===== src/rtl/serial_bus_pkg.sv =====
// Shared types and constants for the serial peripheral chain scheduler.
package serial_bus_pkg;

    typedef enum logic [2:0] {
        ST_IDLE,
        ST_LOAD,
        ST_SHIFT,
        ST_LATCH,
        ST_DONE
    } state_t;

    localparam int REQ_LED = 0;
    localparam int REQ_SEG = 1;
    localparam int REQ_LCD = 2;
    localparam int REQ_DIP = 3;
    localparam int NUM_REQ = 4;
    localparam int FRAME_W = 16;

endpackage


===== src/rtl/sbus_rr_arbiter.sv =====
// 4-way round-robin arbiter; the search starts one past the last grant.
module sbus_rr_arbiter
    import serial_bus_pkg::*;
(
    input  logic                       gclk,
    input  logic                       grst_n,
    input  logic [NUM_REQ-1:0]         req,
    input  logic                       upd,
    output logic                       vld,
    output logic [1:0]                 idx
);

    logic [1:0] ptr;
    logic [1:0] cand;

    // Pick the first requester after the pointer, wrapping back to the pointer itself.
    always_comb begin
        vld  = 1'b0;
        idx  = '0;
        cand = '0;
        for (int i = 1; i <= NUM_REQ; i++) begin
            cand = ptr + 2'(i);
            if (!vld && req[cand]) begin
                vld = 1'b1;
                idx = cand;
            end
        end
    end

    // Remember the winner; resetting to 3 gives LED first turn.
    always_ff @(posedge gclk or negedge grst_n) begin
        if (!grst_n)
            ptr <= 2'd3;
        else if (upd && vld)
            ptr <= idx;
    end

endmodule


===== src/rtl/serial_bus_scheduler.sv =====
// Arbitrates the single serial chain between LED/SEG/LCD writers and the DIP reader,
// running one complete 16-bit frame (shift + latch) per grant.
module serial_bus_scheduler
    import serial_bus_pkg::*;
#(
    parameter int CLK_DIV = 10
) (
    input  logic         i_CLK,
    input  logic         i_RESET_n,
    input  logic [3:0]   i_Req,
    input  logic [15:0]  i_LEDData16,
    input  logic [15:0]  i_SEGData16,
    input  logic [15:0]  i_LCDData16,
    output logic [3:0]   o_Grant,
    output logic [3:0]   o_Done,
    output logic [15:0]  o_RData16,
    output logic         o_SCLK,
    output logic         o_SData,
    input  logic         i_SData,
    output logic [3:0]   o_Latch
);

    localparam int DW = $clog2(CLK_DIV);
    localparam logic [DW-1:0] DIV_LAST = DW'(CLK_DIV - 1);
    localparam logic [DW-1:0] DIV_HALF = DW'(CLK_DIV / 2);

    state_t               state, state_nxt;
    logic [DW-1:0]        div_cnt;
    logic [3:0]           bit_cnt;
    logic [1:0]           cur_idx;
    logic [FRAME_W-1:0]   sreg, sreg_nxt, rdata;
    logic                 arb_vld;
    logic [1:0]           arb_idx;
    logic                 bit_end, last_bit, is_dip;
    logic [3:0]           cur_1hot;

    assign bit_end   = (div_cnt == DIV_LAST);
    assign last_bit  = (bit_cnt == 4'd15);
    assign is_dip    = (cur_idx == 2'(REQ_DIP));
    assign cur_1hot  = 4'b0001 << cur_idx;
    assign o_RData16 = rdata;

    sbus_rr_arbiter u_arb (
        .gclk   (i_CLK),
        .grst_n (i_RESET_n),
        .req    (i_Req),
        .upd    (state == ST_IDLE),
        .vld    (arb_vld),
        .idx    (arb_idx)
    );

    // State register; reset drops any partial frame straight back to IDLE.
    always_ff @(posedge i_CLK or negedge i_RESET_n) begin
        if (!i_RESET_n)
            state <= ST_IDLE;
        else
            state <= state_nxt;
    end

    // Next state plus the chain outputs, all decoded from registered state.
    always_comb begin
        state_nxt = state;
        o_Grant   = '0;
        o_Done    = '0;
        o_Latch   = '0;
        o_SCLK    = 1'b1;
        o_SData   = 1'b0;
        unique case (state)
            ST_IDLE: begin
                if (arb_vld)
                    state_nxt = (arb_idx == 2'(REQ_DIP)) ? ST_LOAD : ST_SHIFT;
            end
            ST_LOAD: begin
                o_Grant = cur_1hot;
                o_Latch = cur_1hot;
                if (bit_end) state_nxt = ST_SHIFT;
            end
            ST_SHIFT: begin
                o_Grant = cur_1hot;
                o_SCLK  = (div_cnt >= DIV_HALF);
                o_SData = is_dip ? 1'b0 : sreg[FRAME_W-1];
                if (bit_end && last_bit) state_nxt = is_dip ? ST_DONE : ST_LATCH;
            end
            ST_LATCH: begin
                o_Grant = cur_1hot;
                o_Latch = cur_1hot;
                if (bit_end) state_nxt = ST_DONE;
            end
            ST_DONE: begin
                o_Done    = cur_1hot;
                state_nxt = ST_IDLE;
            end
            default: state_nxt = ST_IDLE;
        endcase
    end

    // Shift register: payload on grant, shift out at bit end (write) or in on SCLK rise (DIP).
    always_comb begin
        sreg_nxt = sreg;
        if (state == ST_IDLE && arb_vld) begin
            unique case (arb_idx)
                2'(REQ_LED): sreg_nxt = i_LEDData16;
                2'(REQ_SEG): sreg_nxt = i_SEGData16;
                2'(REQ_LCD): sreg_nxt = i_LCDData16;
                default:     sreg_nxt = '0;
            endcase
        end else if (state == ST_SHIFT) begin
            if (is_dip && div_cnt == DIV_HALF)
                sreg_nxt = {sreg[FRAME_W-2:0], i_SData};
            else if (!is_dip && bit_end)
                sreg_nxt = {sreg[FRAME_W-2:0], 1'b0};
        end
    end

    // Bit/cycle counters, captured grant and the DIP result (visible from the DONE cycle).
    always_ff @(posedge i_CLK or negedge i_RESET_n) begin
        if (!i_RESET_n) begin
            div_cnt <= '0;
            bit_cnt <= '0;
            cur_idx <= '0;
            sreg    <= '0;
            rdata   <= '0;
        end else begin
            sreg <= sreg_nxt;
            if (state == ST_IDLE) begin
                div_cnt <= '0;
                bit_cnt <= '0;
                if (arb_vld) cur_idx <= arb_idx;
            end else begin
                div_cnt <= bit_end ? '0 : div_cnt + DW'(1);
                if (state == ST_SHIFT && bit_end) begin
                    bit_cnt <= bit_cnt + 4'd1;
                    if (is_dip && last_bit) rdata <= sreg_nxt;
                end
            end
        end
    end

endmodule


===== config.mk =====
export PLATFORM = sky130hd
export DESIGN_NAME = serial_bus_scheduler
export DESIGN_NICKNAME = d
export VERILOG_FILES = /design/src/rtl/serial_bus_pkg.sv /design/src/rtl/sbus_rr_arbiter.sv /design/src/rtl/serial_bus_scheduler.sv
export SDC_FILE = /design/constraint.sdc
export NUM_CORES = 1
export LEC_CHECK = 0
export ABC_AREA = 0
export BUFFER_PORTS_ARGS = -buffer_cell sky130_fd_sc_hd__buf_2
export CAP_MARGIN = 20
export CORE_AREA = 2 2 74 76
export DETAILED_ROUTE_END_ITERATION = 16
export DIE_AREA = 0 0 76 78
export PLACE_DENSITY = 0.82
export SYNTH_ARGS = -nofsm -noshare
export SYNTH_HDL_FRONTEND = slang
export SYNTH_HIERARCHICAL = 1
export SYNTH_SLANG_ARGS = --single-unit

===== constraint.sdc =====
create_clock -name i_CLK -period 5.8 [get_ports i_CLK]
set_input_delay 0.87 -clock i_CLK [delete_from_list [all_inputs] [get_ports i_CLK]]
set_output_delay 0.87 -clock i_CLK [all_outputs]
set_load 0.005 [all_outputs]

=== After elaboration in Yosys (flattened, before gate mapping) ===
Index checks and enable logic that the tools add are counted.

* Shift operators: 1
* Reductions and logical operators: 21
* Equality and inequality tests: 15
* Add/sub/neg operators: 5
* Bitwise gates (word level): 1
* $lt $le $gt $ge: 5
* Multiplexer cells: 38

{| class="wikitable"
|+ Operators by type and width
! cell !! number
|-
| 2-to-1 mux 16 bit || 4
|-
| one-hot mux 16 bit (3 select lines) || 1
|-
| 2-to-1 mux 4 bit || 7
|-
| 2-to-1 mux 3 bit || 5
|-
| less-than comparator 2 x 3 -> 1 bit, second input constant || 4
|-
| one-hot mux 3 bit (4 select lines) || 1
|-
| 2-to-1 mux 1 bit || 11
|-
| 2-to-1 mux 2 bit || 5
|-
| logical AND 1 bit || 9
|-
| adder 4 x 1 -> 4 bit, second input constant || 2
|-
| binary-select mux 1 bit (select 2 bit) || 4
|-
| equality test 4 bit, second input constant || 2
|-
| inequality test 2 bit, second input constant || 4
|-
| equality test 2 bit, second input constant || 3
|-
| equality test 3 x 2 -> 1 bit, second input constant || 2
|-
| adder 2 bit, second input constant || 2
|-
| equality test 4 x 3 -> 1 bit, second input constant || 1
|-
| >= comparator 4 x 3 -> 1 bit, second input constant || 1
|-
| zero test 1 bit || 4
|-
| AND reduction 4 bit || 1
|-
| left shift 1 x 2 -> 4 bit, first input constant || 1
|-
| equality test 3 x 1 -> 1 bit, second input constant || 1
|-
| equality test 3 bit, second input constant || 1
|-
| zero test 3 bit || 1
|-
| other kinds (9) || 9
|}

* Output and inout bits: 30
* Register bits after elaboration: 47
* Bits of input ports: 55
* Word-level logic and storage cells: 93

=== Depth between registers and ports, before layout ===
Gate-level depths: netlist of the first run.

* Word-level depth: 17
* Mapped depth: 10
* Mapped depth without buffers: 7

=== Modules after synthesis ===
Netlist of the first run, hierarchy kept.

{| class="wikitable"
|+ By module, submodules not included
! module !! area each (µm²) !! cells each !! seq. area each (µm²) !! times used
|-
| serial_bus_scheduler || 2548.7 || 245 || 1126.1 || 1
|-
| sbus_rr_arbiter || 183.9 || 18 || 52.6 || 1
|}

=== Worst setup path before layout of the first run ===
OpenSTA, ideal clock, no wires.

* Path kind: input to register
* Start: input port i_Req[3]
* End: register sreg[6]
* Arrival time: 2.707 ns
* Setup time: 0.126 ns
* Data required time: 5.674 ns
* Cell stages on the path: 9
* Setup slack: 2.967 ns
* Cells stage by stage: inv_1 o32a_2 nand2_1 clkbuf_1 buf_2 mux2i_1 a2bb2oi_1 nor2_1 a221o_1

* Longest elaborated chain between the ends: 15

{| class="wikitable"
|+ Ends and longest elaborated chain
! item !! RTL line !! text
|-
| start, declared || serial_bus_scheduler.sv:10 || <nowiki>input logic [3:0] i_Req,</nowiki>
|-
| binary-select mux 1 bit (select 2 bit) || sbus_rr_arbiter.sv:23 || <nowiki>if (!vld && req[cand]) begin</nowiki>
|-
| 2-to-1 mux 1 bit (implied by the code) || sbus_rr_arbiter.sv:23 ||
|-
| 2-to-1 mux 1 bit || sbus_rr_arbiter.sv:23 ||
|-
| zero test 1 bit || sbus_rr_arbiter.sv:23 ||
|-
| logical AND 1 bit || sbus_rr_arbiter.sv:23 ||
|-
| 2-to-1 mux 1 bit || sbus_rr_arbiter.sv:23 ||
|-
| zero test 1 bit || sbus_rr_arbiter.sv:23 ||
|-
| logical AND 1 bit || sbus_rr_arbiter.sv:23 ||
|-
| 2-to-1 mux 1 bit || sbus_rr_arbiter.sv:23 ||
|-
| zero test 1 bit || sbus_rr_arbiter.sv:23 ||
|-
| logical AND 1 bit || sbus_rr_arbiter.sv:23 ||
|-
| 2-to-1 mux 2 bit (*) || sbus_rr_arbiter.sv:23 ||
|-
| via arb_idx[0] || serial_bus_scheduler.sv:33 || <nowiki>logic [1:0] arb_idx;</nowiki>
|-
| equality test 2 bit (tied with other cells) || serial_bus_scheduler.sv:101 || <nowiki>unique case (arb_idx)</nowiki>
|-
| one-hot mux 16 bit (3 select lines) (*) || serial_bus_scheduler.sv:101 ||
|-
| 2-to-1 mux 16 bit (*) || serial_bus_scheduler.sv:100 || <nowiki>if (state == ST_IDLE && arb_vld) begin</nowiki>
|-
| via sreg_nxt[6] || serial_bus_scheduler.sv:31 || <nowiki>logic [FRAME_W-1:0] sreg, sreg_nxt, rdata;</nowiki>
|-
| end signal, assigned || serial_bus_scheduler.sv:124 || <nowiki>sreg <= sreg_nxt;</nowiki>
|-
| end, declared || serial_bus_scheduler.sv:31 ||
|}

The timed path passes the listed nets; every way through them passes the cells marked *. The select of a mux whose other input is x is not followed.
A chain may end at the register's enable or synchronous reset.

=== Final worst setup path of the first run ===
* Start: input port i_Req[3]
* End: register sreg[0]

Same word-level chain as after synthesis.

==> flow_summary.yaml, run 1 <==
critical_path:
  worstSetupPathType: "in -> reg"
  slowest_stage: "o32a_1"
  cp.arrival_ns: 2.85
  path_buf_inv: 2
  crit_path_max_fanout: 20
  cp.required_ns: 5.98
  cp-start-kind: "input pin"
  critPathMaxStageDelay_ns: 0.66
  critPathTopFamily: "compound AO/OA/AOI/OAI gates"
  path_cells: "buf_2 -> and3b_1 -> o32a_1 -> nor2b_1 -> buf_4 -> a211oi_1 -> a2111oi_0"
  cp-end-kind: "register"
logic_synthesis:
  synth_cell_types: 52
  synth_area_mm2: 0.002733
  synthFlopType: "dfrtp_1"
  syn_nets: 322
  ys_warn_count: 6
  syn-instance-count: 263
  ys_async_sr_fraction: 1.000
  synth_edf_count: 0
  ys_seq_area_frac: 0.4313
  synth.avg_cell_area_um2: 10.39
  ys_ff_latch: 47
routing:
  post-route-drc-count: 0
  routed_wl_um: 6393
  drtIter0Drc: 143
  ant_nets: 0
  vias: 2293
  drt_pre_antenna_iters: 4
  via_per_inst: 5.593
  detail_route.wl_per_cell_um: 15.59
min_path:
  hold_class: "in -> async"
finish:
  drive_gt1_frac: 0.3588
  layout_commonest_cell: "buf_2"
  final_cell_mix: "buf_2 (84), dfrtp_1 (45), nor2_1 (37)"
  multi_input_area_mm2: 0.001450
  fill_cells: 413
  synthToLayoutAreaGrowth_pct: 21.47
  utilization: 0.6583
  instances_no_fill: 410
  nNetsFinal: 398
  seqCellArea_mm2: 0.001179
  n_antenna_cell: 0
die:
  die_area_mm2: 0.005928
  initial_core_util: 0.5419
  rows: 26
  fp.dieH_um: 78
  die_w_um: 76
  io_pins: 85
  core-area_mm2: 0.005042
clock_tree:
  cts.htree.levels: 2
  cts.repair.resized: 0
  cts_hold_buf: 0
  path_clk_slew_ns: 0.09
  post_cts_buffers: 0
  cts_num_sinks: 47
  root_buffer: "clkbuf_8"
  clock_latency_ns: 0.30
  numCtsBuffers: 5
  cts_buffer_depth: 2
  cts_tree: "done"
sta:
  setup_viol: 0
  fin_tns_setup_ns: 0
  clock_skew_ns: 0.01049
  min_period_ns: 2.671
  whs_ns: 0.3763
  worst_pin_slew_ns: 1.004
  hold_viol: 0
  fin_crit_sh: 0.4605
  max_freq_mhz: 374.4
  max_slew_margin: 0.3290
  rsz0062_at_grt: "no"
  slew_violations: 0
global_routing:
  grt_pass1_vias: 2140
  grt_usage: 0.2162
  grt-ovfl-total: 0
  antenna_found_initial: 0
  grt_max_degree: 48
  grt_pass1_wl_um: 10210
place:
  io_buffer_count: 84
  hpwl_um: 4457
  post-place-cells: 399
  globalplace.congestion: 0.7633
power_and_ir_drop:
  peakVddDrop_mv: 0.1602
  power_density_mw_per_mm2: 193.8
  p_leak_nw: 1.691
flow_run:
  drv_cap: 0
outcome:
  status: "finished clean"
==> logic make-up after synthesis <==
logic type | Yosys count | share of synthesized area
fa+ha+maj | 4 | 0.01832
compound gates | 62 | 0.1900
buf+inv | 24 | 0.03800
xor+xnor | 5 | 0.01602
flops | 47 | 0.4313
simple gates | 85 | 0.1648
mux | 36 | 0.1415
==> synthesized netlist by cell type, types with 2 or more instances <==
| master | n | area share |
|---|---|---|
| nand2_1 | 9 | 0.012 |
| mux2_2 | 16 | 0.066 |
| nand3_1 | 4 | 0.0073 |
| a21boi_0 | 15 | 0.041 |
| a21oi_1 | 4 | 0.0073 |
| o32a_1 | 2 | 0.0073 |
| buf_2 | 4 | 0.0073 |
| dfstp_2 | 2 | 0.019 |
| nor3_1 | 5 | 0.0092 |
| a31oi_1 | 2 | 0.0046 |
| ha_1 | 4 | 0.018 |
| nor2b_1 | 3 | 0.0069 |
| a2bb2oi_1 | 15 | 0.048 |
| clkbuf_1 | 13 | 0.018 |
| a211o_1 | 2 | 0.0064 |
| a221o_1 | 14 | 0.051 |
| xnor2_1 | 4 | 0.013 |
| mux2i_1 | 18 | 0.066 |
| nor3b_1 | 3 | 0.0082 |
| and3_1 | 3 | 0.0069 |
| nand2b_1 | 4 | 0.0092 |
| dfrtp_1 | 45 | 0.41 |
| inv_1 | 5 | 0.0069 |
| nor4b_1 | 2 | 0.0064 |
| nor2_1 | 37 | 0.051 |
| and2_1 | 2 | 0.0046 |
==> power breakdown <==
part,internal (W),switching [W]
Clock,0.000140,0.000111
Combinational,0.0000340,0.0000305
Sequential,0.000328,0.000000183
==> per-stage QoR <==
step	setup WS [ns]	instance area, um2	power [W]
after detailed placement	2.415	3163	0.0003973
after global placement	2.537	3163	0.0003961
after global routing	2.985	3319	0.0006651
after CTS	2.717	3281	0.0006456
after floorplan	2.967	2733	0.0003665
final	3.129	3319	0.0006432
==> flip-flops by register name, indices dropped and copies added (netlist names) <==
register   flops
cur_idx        2
o_RData16     16
bit_cnt        4
div_cnt        4
sreg          16
u_arb/ptr      2
state          3
==> worst register-to-register path, delay by kind of cell (launching register included) <==
kind | cells | cell delay [ns]
and+or+nand+nor | 2 | 0.53
buffers and inverters | 1 | 0.26
AOI/OAI and AO/OA | 3 | 1.08
DFF | 1 | 0.61
==> worst paths after layout <==
| path | startpoint | endpoint | slack (ns) | depth (start not counted) |
|---|---|---|---|---|
| min in group i_CLK | o_RData16[15]$_DFFE_PN0P_ | o_RData16[15]$_DFFE_PN0P_ | 0.49 | 1 |
| hold / removal | i_RESET_n | bit_cnt[3]$_DFFE_PN0P_ | 0.38 | 1 |
| hold reg to reg | o_RData16[15]$_DFFE_PN0P_ | o_RData16[15]$_DFFE_PN0P_ | 0.49 | 1 |
| setup reg to reg | u_arb/ptr[1]$_DFFE_PN1P_ | sreg[0]$_DFF_PN0_ | 3.19 | 6 |
| setup / recovery | i_Req[3] | sreg[0]$_DFF_PN0_ | 3.13 | 7 |
| max in group asynchronous | i_RESET_n | o_RData16[11]$_DFFE_PN0P_ | 4.97 | 2 |
==> layer usage <==
metal  share of wire  up-vias  global-route usage
li1                -     1118                   -
met1            0.44     1100              0.2922
met2            0.50       70              0.3545
met3           0.052        5             0.03837
met4           0.013        0             0.07273
met5               0        -                   0
==> final cells by class <==
| type | instances | share of cell area |
|---|---|---|
| clock buffers | 6 | 0.02488 |
| well taps | 70 | 0.02639 |
| clock inverters | 2 | 0.01055 |
| flip-flops and latches | 47 | 0.3551 |
| multi-input cells | 192 | 0.4369 |
| repair buffers | 88 | 0.1406 |
| inverters | 5 | 0.005654 |
No activity file was read; power rests on OpenSTA's default activity.
==> run 2: changes to the inputs <==
--- a/config.mk
+++ b/config.mk
@@ -8,10 +8,10 @@
 export ABC_AREA = 0
 export BUFFER_PORTS_ARGS = -buffer_cell sky130_fd_sc_hd__buf_2
 export CAP_MARGIN = 20
-export CORE_AREA = 2 2 74 76
+export CORE_AREA = 2 2 81 83
 export DETAILED_ROUTE_END_ITERATION = 16
-export DIE_AREA = 0 0 76 78
-export PLACE_DENSITY = 0.82
+export DIE_AREA = 0 0 83 85
+export PLACE_DENSITY = 0.73
 export SYNTH_ARGS = -nofsm -noshare
 export SYNTH_HDL_FRONTEND = slang
 export SYNTH_HIERARCHICAL = 1
==> constraint.sdc (replaced) <==
create_clock -name i_CLK -period 2.3 [get_ports i_CLK]
set_input_delay 0.345 -clock i_CLK [delete_from_list [all_inputs] [get_ports i_CLK]]
set_output_delay 0.345 -clock i_CLK [all_outputs]
set_load 0.005 [all_outputs]
==> flow_summary.yaml, run 2 (synthesis results as in run 1) <==
finish:
  nNetsFinal: 409
  drive_gt1_frac: 0.3789
  n_antenna_cell: 0
  layout_commonest_cell: "buf_2"
  synthToLayoutAreaGrowth_pct: 24.27
  final_cell_mix: "buf_2 (84), dfrtp_1 (45), nor2_1 (37)"
clock_tree:
  cts.htree.levels: 2
  cts_num_sinks: 47
  path_clk_slew_ns: 0.09
  clock_latency_ns: 0.30
  root_buffer: "clkbuf_8"
  cts_hold_buf: 0
  numCtsBuffers: 5
  cts_tree: "done"
  cts_buffer_depth: 2
power_and_ir_drop:
  p_leak_nw: 1.732
  comb_power_share: 0.113
  intPower_w: 0.001164
  peakVddDrop_mv: 0.2388
  power_frac_seq: 0.544
  p_sw_w: 0.0003551
  swShare: 0.2337
  finalPower_w: 0.001519
  clkPwrFrac: 0.343
  power_density_mw_per_mm2: 447.4
critical_path:
  cp.required_ns: 2.48
  path_buf_inv: 1
  critPathTopFamily: "compound AO/OA/AOI/OAI gates"
  critPathMaxStageDelay_ns: 0.59
  worstSetupPathType: "reg -> reg"
  crit_path_max_fanout: 19
  cp-start-kind: "register"
  path_cells: "and2b_2 -> o32a_1 -> nand2_1 -> buf_12 -> mux2i_1 -> a2bb2oi_1 -> nor2_1 -> a221o_1"
  cp-end-kind: "register"
  cp.arrival_ns: 2.34
  slowest_stage: "dfstp_2"
global_routing:
  grt-ovfl-total: 0
  grt_usage: 0.1902
  use_met3: 0.03794
  use_met2: 0.3196
  use_met1: 0.2464
  grt_pass1_wl_um: 11050
  grt_max_degree: 48
  antenna_found_initial: 0
  gr-max-usage-layer: "met2"
  grt_pass1_vias: 2301
die:
  rows: 29
  core-area_mm2: 0.006205
  initial_core_util: 0.4404
  fp.dieH_um: 85
  io_pins: 85
  die_w_um: 83
  die_area_mm2: 0.007055
min_path:
  hold_class: "in -> async"
outcome:
  status: "finished clean"
sta:
  fin_crit_sh: 0.9395
  rsz0062_at_grt: "no"
  worst_pin_slew_ns: 0.6069
  hold_viol: 0
  max_slew_margin: 0.5954
  setup_viol: 0
  min_period_ns: 2.161
  fin_tns_setup_ns: 0
  slew_violations: 0
  clock_skew_ns: 0.01038
  max_freq_mhz: 462.8
routing:
  ant_nets: 0
  via_per_inst: 5.425
  detail_route.wl_per_cell_um: 15.29
  routed_wl_um: 6543
  drt_pre_antenna_iters: 4
  post-route-drc-count: 0
  drtIter0Drc: 144
  vias: 2322
place:
  hpwl_um: 4889
  globalplace.congestion: 0.8563
  io_buffer_count: 84
flow_run:
  drv_cap: 0
## run 2: changes by cell type in the layout (fill, tap and decap cells not counted), sizes merged
| cell | before | now |
|---|---|---|
| buf | 88 | 99 |
| bufinv | 1 | 0 |
| clkbuf | 6 | 7 |
## run 2: power groups by stage
| stage | Combinational, W | Clock, W | Sequential [W] |
|---|---|---|---|
| floorplan | 0.0000809 | 0 | 0.000843 |
| finish | 0.000171 | 0.000521 | 0.000827 |
| global route | 0.000190 | 0.000573 | 0.000827 |
| detailed placement | 0.000170 | 0 | 0.000843 |
| CTS | 0.000171 | 0.000539 | 0.000827 |
| global placement | 0.000168 | 0 | 0.000843 |
## run 2: worst reg2reg max path: cells and delay by family, from the launching register on
kind	cells	cell delay, ns
compound gates	3	0.64
flops	1	0.59
simple gates	3	0.38
mux	1	0.24
buf+inv	1	0.19
## run 2: final cells by class
cell class | count | area (um2)
fill | 551 | 2809
multi-input combinational | 192 | 1458
sequential | 47 | 1179
timing repair buffer | 99 | 549.3
tap | 77 | 96.34
clock buffer | 7 | 86.33
inverter | 5 | 18.77
clock inverter | 1 | 8.758
## run 2: final timing paths
kind | startpoint | endpoint | slack, ns | cells after the start
worst max-delay path | u_arb/ptr[1]$_DFFE_PN1P_ | sreg[12]$_DFF_PN0_ | 0.14 | 8
worst min-delay path | i_RESET_n | div_cnt[1]$_DFF_PN0_ | 0.12 | 2
worst max register to register | u_arb/ptr[1]$_DFFE_PN1P_ | sreg[12]$_DFF_PN0_ | 0.14 | 8
worst min register to register | o_RData16[15]$_DFFE_PN0P_ | o_RData16[15]$_DFFE_PN0P_ | 0.50 | 1
max in group asynchronous | i_RESET_n | o_RData16[15]$_DFFE_PN0P_ | 1.76 | 2
min in group i_CLK | i_SData | sreg[0]$_DFF_PN0_ | 0.36 | 3
## run 2: timing repair
item / 4_1_cts / 5_1_grt
gates resized for setup: 0 / 3
setup buffers: 0 / 1
endpoints found under the setup margin: 0 / 13
## run 2: stage by stage
step                hold slack (ns)  instances  setup slack [ns]  area [um2]  utilization
finish                       0.1226        428            0.1391        3396       0.5473
global route                 0.1732        428          0.001887        3396       0.5473
CTS                          0.1444        427           0.07226        3377       0.5443
detailed placement           0.4840        419           0.09276        3282       0.5289
global placement             0.4733        419            0.1608        3282       0.5289
floorplan                   0.04941        263          0.003199        2734            -
## run 2: metal layers
layer	part of all wire	vias to the layer above
li1	-	1140
met1	0.45	1114
met2	0.49	59
met3	0.039	9
met4	0.019	0
met5	0	-
==> run 3: changes to the inputs <==
--- a/config.mk
+++ b/config.mk
@@ -12,6 +12,7 @@
 export DETAILED_ROUTE_END_ITERATION = 16
 export DIE_AREA = 0 0 83 85
 export PLACE_DENSITY = 0.73
+export SETUP_SLACK_MARGIN = 0.4
 export SYNTH_ARGS = -nofsm -noshare
 export SYNTH_HDL_FRONTEND = slang
 export SYNTH_HIERARCHICAL = 1
==> constraint.sdc (replaced) <==
create_clock -name i_CLK -period 2.3 [get_ports i_CLK]
set_input_delay 0.345 -clock i_CLK [delete_from_list [all_inputs] [get_ports i_CLK]]
set_output_delay 0.345 -clock i_CLK [all_outputs]
set_load 0.02 [all_outputs]
==> flow_summary.yaml, run 3 (synthesis results as in run 1) <==
outcome:
  status: "finished clean"
global_routing:
  antenna_found_initial: 0
  grt_pass1_wl_um: 11610
  grt_max_degree: 48
  grt-ovfl-total: 0
  grt_usage: 0.2024
  grt_pass1_vias: 2388
clock_tree:
  cts_tree: "done"
  root_buffer: "clkbuf_8"
  cts_hold_buf: 0
  numCtsBuffers: 5
  cts_num_sinks: 47
  path_clk_slew_ns: 0.09
  clock_latency_ns: 0.30
  cts.htree.levels: 2
  cts_buffer_depth: 2
finish:
  layout_commonest_cell: "buf_2"
  seqCellArea_mm2: 0.001182
  synthToLayoutAreaGrowth_pct: 37.68
  instances_no_fill: 446
  n_antenna_cell: 0
  nNetsFinal: 428
  multi_input_area_mm2: 0.001652
  utilization: 0.6064
  final_cell_mix: "buf_2 (84), dfrtp_1 (42), nor2_1 (36)"
  drive_gt1_frac: 0.4959
  fill_cells: 541
sta:
  max_freq_mhz: 471.5
  setup_ws_ns: 0.1793
  rsz0062_at_grt: "yes"
  fin_crit_sh: 0.9221
  hold_viol: 0
  setup_viol: 0
  min_period_ns: 2.121
  worst_pin_slew_ns: 0.5966
  slew_violations: 0
  fin_tns_setup_ns: 0
  max_slew_margin: 0.6023
  whs_ns: 0.1309
  clock_skew_ns: 0.006942
die:
  fp.dieH_um: 85
  die_area_mm2: 0.007055
  core-area_mm2: 0.006205
  rows: 29
  initial_core_util: 0.4404
  die_w_um: 83
  io_pins: 85
power_and_ir_drop:
  clkPwrFrac: 0.367
  p_sw_w: 0.0003810
  power_frac_seq: 0.504
  swShare: 0.2322
  peakVddDrop_mv: 0.3180
  p_leak_nw: 1.854
  comb_power_share: 0.129
  power_density_mw_per_mm2: 436.0
  intPower_w: 0.001259
min_path:
  hold_class: "in -> async"
critical_path:
  critPathMaxStageDelay_ns: 0.60
  crit_path_max_fanout: 7
  path_cells: "and2b_2 -> o32a_1 -> nand2_4 -> buf_8 -> mux2i_2 -> a2bb2oi_2 -> nor2_1 -> a221o_1"
  worstSetupPathType: "reg -> reg"
  cp.required_ns: 2.49
  cp-end-kind: "register"
  cp.arrival_ns: 2.31
  critPathTopFamily: "compound AO/OA/AOI/OAI gates"
  slowest_stage: "dfstp_2"
  path_buf_inv: 1
  cp-start-kind: "register"
routing:
  detail_route.wl_per_cell_um: 16.27
  ant_nets: 0
  vias: 2463
  post-route-drc-count: 0
  drt_pre_antenna_iters: 4
  routed_wl_um: 7256
  drtIter0Drc: 122
  via_per_inst: 5.522
place:
  post-place-cells: 422
  io_buffer_count: 84
  hpwl_um: 4853
  pre_cts_slack_ns: 0.1393
  globalplace.congestion: 0.8073
flow_run:
  drv_cap: 0
## run 3: changes by cell type in the layout (fill, tap and decap cells not counted), sizes merged
cell	change
buf	+18
clkbuf	-2
bufinv	+1
clkinv	-1
clkinvlp	+1
dlymetal6s2s	+1
## run 3: path summary, 6_finish.rpt
path / startpoint / end / slack (ns) / cells after the start
max: u_arb/ptr[1]$_DFFE_PN1P_ / sreg[15]$_DFF_PN0_ / 0.18 / 8
min: i_RESET_n / o_RData16[1]$_DFFE_PN0P_ / 0.13 / 2
max reg2reg: u_arb/ptr[1]$_DFFE_PN1P_ / sreg[15]$_DFF_PN0_ / 0.18 / 8
min reg2reg: sreg[5]$_DFF_PN0_ / sreg[6]$_DFF_PN0_ / 0.51 / 1
max in group asynchronous: i_RESET_n / state[0]$_DFFE_PN0P_ / 1.74 / 2
min in group i_CLK: i_LCDData16[2] / sreg[2]$_DFF_PN0_ / 0.39 / 4
## run 3: cell type report
class	count	area share
clock buffer	5	0.01829
clock inverter	2	0.009977
inverter	5	0.004988
multi-input combinational	192	0.4390
sequential	47	0.3143
tap	77	0.02561
timing repair buffer	118	0.1879
## run 3: routing by layer
layer / track usage / part of all wire
met5: 0 / 0
met1: 0.2665 / 0.43
met2: 0.3475 / 0.52
met3: 0.03210 / 0.040
met4: 0.05812 / 0.010
## run 3: power by group through the flow
stage	clock network [W]	registers (W)	logic [W]
after global routing	0.000637	0.000827	0.000227
final	0.000601	0.000827	0.000212
after detailed placement	0	0.000843	0.000183
after floorplan	0	0.000843	0.000104
after global placement	0	0.000843	0.000180
after CTS	0.000615	0.000827	0.000201
## run 3: what timing repair did
action / CTS / global route
pin swaps: 7 / 3
hold endpoints to repair: 0 / 0
gates cloned: 2 / 1
setup buffers: 8 / 6
gates resized for setup: 21 / 21
setup endpoints to repair: 30 / 40
## run 3: metrics by stage
step / power (W) / instance area [um2]
after detailed placement: 0.001026 / 3368
after floorplan: 0.0009470 / 2865
after global routing: 0.001692 / 3762
final: 0.001640 / 3762
after global placement: 0.001023 / 3368
after CTS: 0.001643 / 3617
